File: src/rtl/vga_board_adapter.sv
// vga_board_adapter
// Bridges the 25 MHz core video output to a narrow-DAC VGA connector and
// produces the stretched core reset from the clock-wizard lock.
//
// Colour path: two register stages. Stage 1 captures pixel and syncs and
// detects sync assertions. Stage 2 reduces each channel from IN_W to OUT_W
// bits using truncate / round / Bayer 2x2 / Bayer 4x4, and registers the
// result together with the delayed syncs, so colour and syncs stay aligned
// at two cycles of latency.
//
// Ports:
//   i_clk_25mhz    pixel clock, the only clock
//   i_reset        synchronous active-high reset, clears all state
//   i_locked       clock-wizard lock
//   i_mode         0 truncate, 1 round, 2 Bayer 2x2, 3 Bayer 4x4
//   i_hsync_in     core horizontal sync (active level SYNC_ACTIVE)
//   i_vsync_in     core vertical sync (active level SYNC_ACTIVE)
//   i_pix_in       core colour, channel 0 in the LSBs
//   o_hsync_out    horizontal sync delayed by two cycles
//   o_vsync_out    vertical sync delayed by two cycles
//   o_pix_out      reduced colour, channel 0 in the LSBs
//   o_core_reset   active-high reset to the core
module vga_board_adapter #(
  parameter int CHANNELS    = 3,
  parameter int IN_W        = 8,
  parameter int OUT_W       = 4,
  parameter int SYNC_ACTIVE = 0,
  parameter int TEMPORAL    = 0,
  parameter int RESET_HOLD  = 16,
  parameter int X_W         = 11,
  parameter int Y_W         = 10
) (
  input  logic                      i_clk_25mhz,
  input  logic                      i_reset,
  input  logic                      i_locked,
  input  logic [1:0]                i_mode,
  input  logic                      i_hsync_in,
  input  logic                      i_vsync_in,
  input  logic [CHANNELS*IN_W-1:0]  i_pix_in,
  output logic                      o_hsync_out,
  output logic                      o_vsync_out,
  output logic [CHANNELS*OUT_W-1:0] o_pix_out,
  output logic                      o_core_reset
);

  localparam int   DROP     = IN_W - OUT_W;
  // The 4-bit pattern value is scaled to the dropped LSB range.
  localparam int   SHL      = (DROP >= 4) ? DROP - 4 : 0;
  localparam int   SHR      = (DROP >= 4) ? 0 : 4 - DROP;
  localparam int   CW       = $clog2(RESET_HOLD + 1);
  localparam logic SYNC_ON  = 1'(SYNC_ACTIVE);
  localparam logic SYNC_OFF = ~SYNC_ON;

  logic [CHANNELS*IN_W-1:0]  r_pix1;
  logic                      r_hs1;
  logic                      r_vs1;
  logic                      r_hs2;
  logic                      r_vs2;
  logic [CHANNELS*OUT_W-1:0] r_pix2;
  logic [X_W-1:0]            r_x;
  logic [Y_W-1:0]            r_y;
  logic [1:0]                r_f;
  logic [1:0]                r_mode;
  logic [CW-1:0]             r_cnt;
  logic                      r_core_reset;

  logic                      w_h_edge;
  logic                      w_v_edge;
  logic [1:0]                w_xi;
  logic [1:0]                w_yi;
  logic [3:0]                w_b;
  logic [IN_W:0]             w_thr;
  logic [CHANNELS*OUT_W-1:0] w_red;

  function automatic logic [3:0] bayer4(input logic [1:0] yi, input logic [1:0] xi);
    logic [3:0] v;
    case ({yi, xi})
      4'h0: v = 4'd0;   4'h1: v = 4'd8;   4'h2: v = 4'd2;   4'h3: v = 4'd10;
      4'h4: v = 4'd12;  4'h5: v = 4'd4;   4'h6: v = 4'd14;  4'h7: v = 4'd6;
      4'h8: v = 4'd3;   4'h9: v = 4'd11;  4'ha: v = 4'd1;   4'hb: v = 4'd9;
      4'hc: v = 4'd15;  4'hd: v = 4'd7;   4'he: v = 4'd13;  default: v = 4'd5;
    endcase
    return v;
  endfunction

  // The stage-2 register holds the previous stage-1 sync, so it doubles as
  // the history bit for assertion detection.
  assign w_h_edge = (r_hs1 == SYNC_ON) && (r_hs2 != SYNC_ON);
  assign w_v_edge = (r_vs1 == SYNC_ON) && (r_vs2 != SYNC_ON);

  // Counters, mode and frame are used as registered, so the pixel that
  // coincides with a sync assertion still belongs to the old line/frame and
  // the following pixel is the first one at x = 0 / new mode.
  always_comb begin
    w_xi = r_x[1:0];
    w_yi = r_y[1:0];
    if (TEMPORAL != 0) begin
      w_xi = w_xi ^ {r_f[1], r_f[0]};
      w_yi = w_yi ^ {r_f[0], r_f[1]};
    end
  end

  always_comb begin
    w_b = 4'd0;
    case (r_mode)
      2'd0: w_b = 4'd0;
      2'd1: w_b = 4'd8;
      2'd2: begin
        case ({w_yi[0], w_xi[0]})
          2'b00:   w_b = 4'd0;
          2'b01:   w_b = 4'd8;
          2'b10:   w_b = 4'd12;
          default: w_b = 4'd4;
        endcase
      end
      default: w_b = bayer4(w_yi, w_xi);
    endcase
  end

  assign w_thr = (IN_W + 1)'(({{(IN_W + 1){1'b0}}, w_b} << SHL) >> SHR);

  always_comb begin
    logic [IN_W:0]   sum;
    logic [IN_W-1:0] sat;
    w_red = '0;
    for (int c = 0; c < CHANNELS; c++) begin
      sum = {1'b0, r_pix1[c*IN_W +: IN_W]} + w_thr;
      sat = sum[IN_W] ? {IN_W{1'b1}} : sum[IN_W-1:0];
      w_red[c*OUT_W +: OUT_W] = OUT_W'(sat >> DROP);
    end
  end

  always_ff @(posedge i_clk_25mhz) begin
    if (i_reset) begin
      r_pix1 <= '0;
      r_hs1  <= SYNC_OFF;
      r_vs1  <= SYNC_OFF;
      r_hs2  <= SYNC_OFF;
      r_vs2  <= SYNC_OFF;
      r_pix2 <= '0;
      r_x    <= '0;
      r_y    <= '0;
      r_f    <= '0;
      r_mode <= '0;
    end else begin
      r_pix1 <= i_pix_in;
      r_hs1  <= i_hsync_in;
      r_vs1  <= i_vsync_in;
      r_hs2  <= r_hs1;
      r_vs2  <= r_vs1;
      r_pix2 <= w_red;
      r_x    <= w_h_edge ? '0 : r_x + X_W'(1);
      if (w_v_edge) begin
        r_y    <= '0;
        r_f    <= r_f + 2'd1;
        r_mode <= i_mode;
      end else if (w_h_edge) begin
        r_y <= r_y + Y_W'(1);
      end
    end
  end

  // Down-counter from RESET_HOLD; the core is released on the edge after
  // the count reaches zero, i.e. RESET_HOLD+1 locked edges in total.
  always_ff @(posedge i_clk_25mhz) begin
    if (i_reset || !i_locked) begin
      r_cnt        <= CW'(RESET_HOLD);
      r_core_reset <= 1'b1;
    end else if (r_cnt != '0) begin
      r_cnt        <= r_cnt - CW'(1);
      r_core_reset <= 1'b1;
    end else begin
      r_core_reset <= 1'b0;
    end
  end

  assign o_pix_out    = r_pix2;
  assign o_hsync_out  = r_hs2;
  assign o_vsync_out  = r_vs2;
  assign o_core_reset = r_core_reset;

endmodule

File: config.mk
export PLATFORM = sky130hd
export DESIGN_NAME = vga_board_adapter
export DESIGN_NICKNAME = d
export VERILOG_FILES = /design/src/rtl/vga_board_adapter.sv
export SDC_FILE = /design/constraint.sdc
export NUM_CORES = 1
export LEC_CHECK = 0
export ABC_AREA = 1
export CORE_UTILIZATION = 53
export CTS_BUF_LIST = sky130_fd_sc_hd__clkbuf_4
export CTS_CLUSTER_DIAMETER = 150
export DETAILED_ROUTE_END_ITERATION = 8
export PLACE_DENSITY = 0.87
export SLEW_MARGIN = 10
export SYNTH_ARGS = -nofsm -noshare
export SYNTH_HDL_FRONTEND = slang
export SYNTH_SLANG_ARGS = --single-unit
File: constraint.sdc
create_clock -name i_clk_25mhz -period 2.4 [get_ports i_clk_25mhz]
set_input_delay 0.48 -clock i_clk_25mhz [delete_from_list [all_inputs] [get_ports i_clk_25mhz]]
set_output_delay 0.48 -clock i_clk_25mhz [all_outputs]
set_load 0.01 [all_outputs]
== Word level (Yosys, flattened, before mapping) ==
Memories as Yosys holds them, arrays and structs flattened.
Index checks and enable logic that the tools add are counted.

* Memories: 1
* Input bits: 31
* Memory bits (read-only): 64
* Register bits: 69
* Word-level logic and storage cells: 39

* Add/sub/neg operators: 6
* Reductions and logical operators: 9
* Mux-type cells: 6
* Equal/unequal tests: 4
* Bitwise gates (word level): 2

{| class="wikitable"
|+ Memories
! memory !! words !! width !! rd ports !! clocked after Yosys merged registers in !! write ports !! line !! source
|-
| (no name shown) || 16 || 4 || 1 || 0 || 0 || 77 || <nowiki>case ({yi, xi})</nowiki>
|}

{| class="wikitable"
|+ Operator list
! kind !! count
|-
| $add 8x4->9 || 3
|-
| $mux 8 || 3
|-
| $pmux 4 s3 || 2
|-
| $add 11x1->11 const B || 1
|-
| $add 10x1->10 const B || 1
|-
| $reduce_bool 5->1 || 1
|-
| $sub 5x1->5 const B || 1
|-
| $eq 2x1->1 const B || 2
|-
| $eq 2x2->1 const B || 2
|-
| $logic_not 2->1 || 2
|-
| $reduce_or 2->1 || 2
|-
| $logic_and 1x1->1 || 2
|-
| $not 1->1 || 2
|-
| $logic_not 1->1 || 1
|-
| $logic_or 1x1->1 || 1
|-
| $mux 1 || 1
|}

== Logic depth before layout (Yosys ltp) ==
* Word-level depth: 5
* Depth in mapped cells: 14
* Mapped depth without buffers: 14

== Least setup slack after synthesis ==
No wires, ideal clock.

* Path kind: register to register
* Start point: register r_x[0]
* End point: register r_pix2[11], in the netlist o_pix_out[11]
* Path buffers: 0
* Path slack: 0.356 ns
* Required time: 2.287 ns
* Cell stages (with the launch flop): 13
* Library setup time: 0.113 ns
* Arrival: 1.931 ns
* Cells stage by stage: dfxtp_1 -> inv_1 -> ha_1 -> a21oi_1 -> ha_1 -> nand2_1 -> inv_1 -> a21boi_0 -> nand2_2 -> nand3_1 -> inv_1 -> o21ai_1 -> inv_1

* Longest elaborated chain between the ends: 5

{| class="wikitable"
|+ RTL lines
! item !! line !! source
|-
| from (decl) || 60 || <nowiki>logic [X_W-1:0] r_x;</nowiki>
|-
| from (signal assigned) || 152 || <nowiki>r_x <= w_h_edge ? '0 : r_x + X_W'(1);</nowiki>
|-
| parallel branches: the longest is 2 deep, another holds $mem_v2 16x4 || -- ||
|-
| $pmux 4 s3 * || 105 || <nowiki>case (r_mode)</nowiki>
|-
| $add 8x4->9 * || 127 || <nowiki>sum = {1'b0, r_pix1[c*IN_W +: IN_W]} + w_thr;</nowiki>
|-
| $mux 8 * || 128 || <nowiki>sat = sum[IN_W] ? {IN_W{1'b1}} : sum[IN_W-1:0];</nowiki>
|-
| to (signal assigned) || 151 || <nowiki>r_pix2 <= w_red;</nowiki>
|-
| to (decl) || 59 || <nowiki>logic [CHANNELS*OUT_W-1:0] r_pix2;</nowiki>
|}

Mark *: on every way between the ends.
A chain may end at the register's enable or synchronous reset.

== Final worst setup path ==
Same ends and word-level chain as after synthesis.

==> results <==
==> synthesized netlist by cell type, drive strengths merged (3+ instances only) <==
cell type | instances | area [um^2]
nand3b | 3 | 22.5
nor3 | 5 | 25.0
clkbuf | 4 | 15.0
dfxtp | 52 | 1040
inv | 64 | 240
nor2 | 51 | 204
a21oi | 15 | 86.3
or2 | 3 | 18.8
ha | 13 | 163
nand2 | 59 | 262
nand3 | 14 | 90.1
o21ai | 8 | 40.0
==> routing by layer <==
metal	share of wire (%)	track usage, %
met1	44	22.0
met2	51	37.1
met3	3.1	5.50
met4	1.8	8.59
met5	0	0
==> worst min-delay path by stage <==
stage | startpoint | endpoint | cells past startpoint
floorplan | r_hs1 | o_hsync_out | 2
global placement | r_hs1 | o_hsync_out | 2
detailed placement | r_hs1 | o_hsync_out | 2
CTS | r_hs1 | o_hsync_out | 2
global route | r_hs1 | o_hsync_out | 2
finish | r_hs1 | o_hsync_out | 2
==> final cells by class <==
cell class | instances | area (um^2) | share of cell area, %
flip-flops and latches | 52 | 1040 | 36.0
multi-input cells | 183 | 1010 | 34.9
repair buffers | 47 | 465 | 16.1
inverters | 64 | 240 | 8.30
well taps | 50 | 62.6 | 2.16
clock buffers | 5 | 37.5 | 1.30
clock inverters | 3 | 37.5 | 1.30
==> worst max-delay path, stage by stage (launching register included) <==
cell and delay [ns]:
dfxtp_1 0.42, inv_1 0.07, ha_1 0.19, o31ai_1 0.19, a31oi_1 0.12, ha_1 0.36, nand2_1 0.08, nand2_1 0.04
a21boi_1 0.18, nand2_2 0.11, nand3_1 0.11, inv_1 0.05, o21ai_1 0.12, inv_1 0.04
==> power groups by stage <==
stage | sequential [W] | clock, W | combinational, W
finish | 0.000944 | 0.000478 | 0.000231
global route | 0.000950 | 0.000526 | 0.000259
CTS | 0.000943 | 0.000487 | 0.000230
detailed placement | 0.000963 | 0 | 0.000228
global placement | 0.000961 | 0 | 0.000218
floorplan | 0.000961 | 0 | 0.000124
==> flip-flops by register name, indices dropped and copies added, names as in the netlist <==
register	cells
o_pix_out	12
o_vsync_out	1
r_x	2
r_y	2
o_core_reset	1
r_hs1	1
r_cnt	5
o_hsync_out	1
r_vs1	1
r_mode	2
r_pix1	24
==> cells by family after synthesis <==
| kind of cell | Yosys count |
|---|---|
| fa+ha+maj | 13 |
| simple gates | 136 |
| flops | 52 |
| buf+inv | 69 |
| compound gates | 31 |
| xor+xnor | 3 |
==> through the flow <==
stage | setup slack (ns) | cell area, um^2 | power, W | std cells
after floorplan | 0.356 | 2310 | 0.00109 | 304
after global placement | 0.241 | 2820 | 0.00118 | 396
after detailed placement | 0.136 | 2820 | 0.00119 | 396
after CTS | 0.0772 | 2890 | 0.00166 | 404
after global routing | 0.0125 | 2900 | 0.00173 | 404
final | 0.237 | 2900 | 0.00165 | 404
==> timing repair <==
item / CTS / global route
resized for setup: 0 / 2
hold endpoints to repair: 0 / 0
setup endpoints to repair: 0 / 5
==> flow_summary.json <==
{
  "min_period_ns": 2.16,
  "syn-cell-area_mm2": 0.00231,
  "critPathLaunchType": "flip-flop",
  "setup_viol": 0,
  "pwr-share-seq_pct": 57.1,
  "dp_hpwl_um": 3220,
  "die_w_um": 68.0,
  "drive_above_1_share_pct": 9.32,
  "ir_drop_mv": 0.432,
  "p_sw_share_pct": 24.7,
  "cts_buffer_depth": 2,
  "worstSetupEndpointType": "flip-flop",
  "crit_path_end": "o_pix_out[11]",
  "drv_cap": 0,
  "skew_ns": 0.0110,
  "layout_common_cells": "inv_1 (64), dfxtp_1 (52), nand2_1 (49)",
  "crit_type": "reg -> reg",
  "synth_top_family_by_area": "simple AND/OR/NAND/NOR gates",
  "grt_usage_pct": 20.4,
  "synth-adder-area-share_pct": 7.05,
  "mostFrequentLayoutCell": "inv_1",
  "synth-seq-cells": 52,
  "globalplace.congestion": 0.844,
  "synth_xor_area_share_pct": 1.14,
  "setup_tns_ns": 0,
  "clockRootBuffer": "clkbuf_4",
  "arrival_ns": 2.44,
  "rrSetupSlack_ns": 0.24,
  "antenna_found_initial": 0,
  "synthFlopType": "dfxtp_1",
  "synth_compound_area_share_pct": 7.97,
  "portBuffers": 45,
  "route.detailed.wl_per_inst_um": 10.5,
  "num_io_pins": 46,
  "utilization_pct": 70.9,
  "num_rows": 23,
  "syn_to_final_growth_pct": 25.4,
  "synth_seq_area_share_pct": 45.1,
  "p_int_w": 0.00125,
  "insertion_delay_ns": 0.37,
  "r2r_start": "r_x[0]",
  "clock.fmax_ghz": 0.462,
  "vias_per_cell": 4.79,
  "htree_levels": 2,
  "grt_pass1_wl_um": 7040,
  "core_area_mm2": 0.00409,
  "syn_nets": 348,
  "timing.hold.ws_ns": 0.429,
  "r2r-end": "o_pix_out[11]",
  "synth_cells": 304,
  "final.period_utilization_pct": 90.1,
  "num_antenna_cells": 0,
  "synth-simple-area-share_pct": 27.5,
  "critPathMaxFanout": 4,
  "slew_violations": 0,
  "muxShareOfSynthArea_pct": 0,
  "drt_iter0_drc": 120,
  "cts_tree": "done",
  "vias": 1935,
  "nNetsFinal": 397,
  "synthDistinctLibCells": 30,
  "hp-class": "reg -> reg",
  "pwr_density_cell_mw_per_mm2": 571,
  "required_ns": 2.68,
  "clkPwrFrac_pct": 28.9,
  "async_flop_share_pct": 0,
  "start_util_pct": 56.5,
  "final.fill_count": 315,
  "power.leakage_nw": 1.44,
  "cts_buffers": 5,
  "switchingPower_w": 0.000408,
  "post_cts_buffers": 0,
  "hold_viol_final": 0,
  "synth_edf_count": 0,
  "combPwrFrac_pct": 14.0,
  "die_h_um": 68.0,
  "drc": 0,
  "outcome": "finished, final reports clean",
  "crit_path_start": "r_x[0]",
  "yosys_warnings": 0,
  "reg2regPathDepth": 13,
  "grt_max_degree": 22,
  "wl_um": 4230,
  "die-area_mm2": 0.00462,
  "overflow": 0,
  "antenna_left": 0,
  "maxSlewHeadroom_pct": 73.2,
  "grt_pass1_vias": 1826,
  "ctsHoldBuffers": 0,
  "synth.avg_cell_area_um2": 7.59,
  "cts_sinks": 52,
  "clk_transition_reported_paths_ns": 0.14,
  "worstMarginPinSlew_ns": 0.401,
  "grt_setup_unrepaired": "no",
  "drtPass1Iterations": 4
}
No activity file was read; power rests on OpenSTA's default activity.
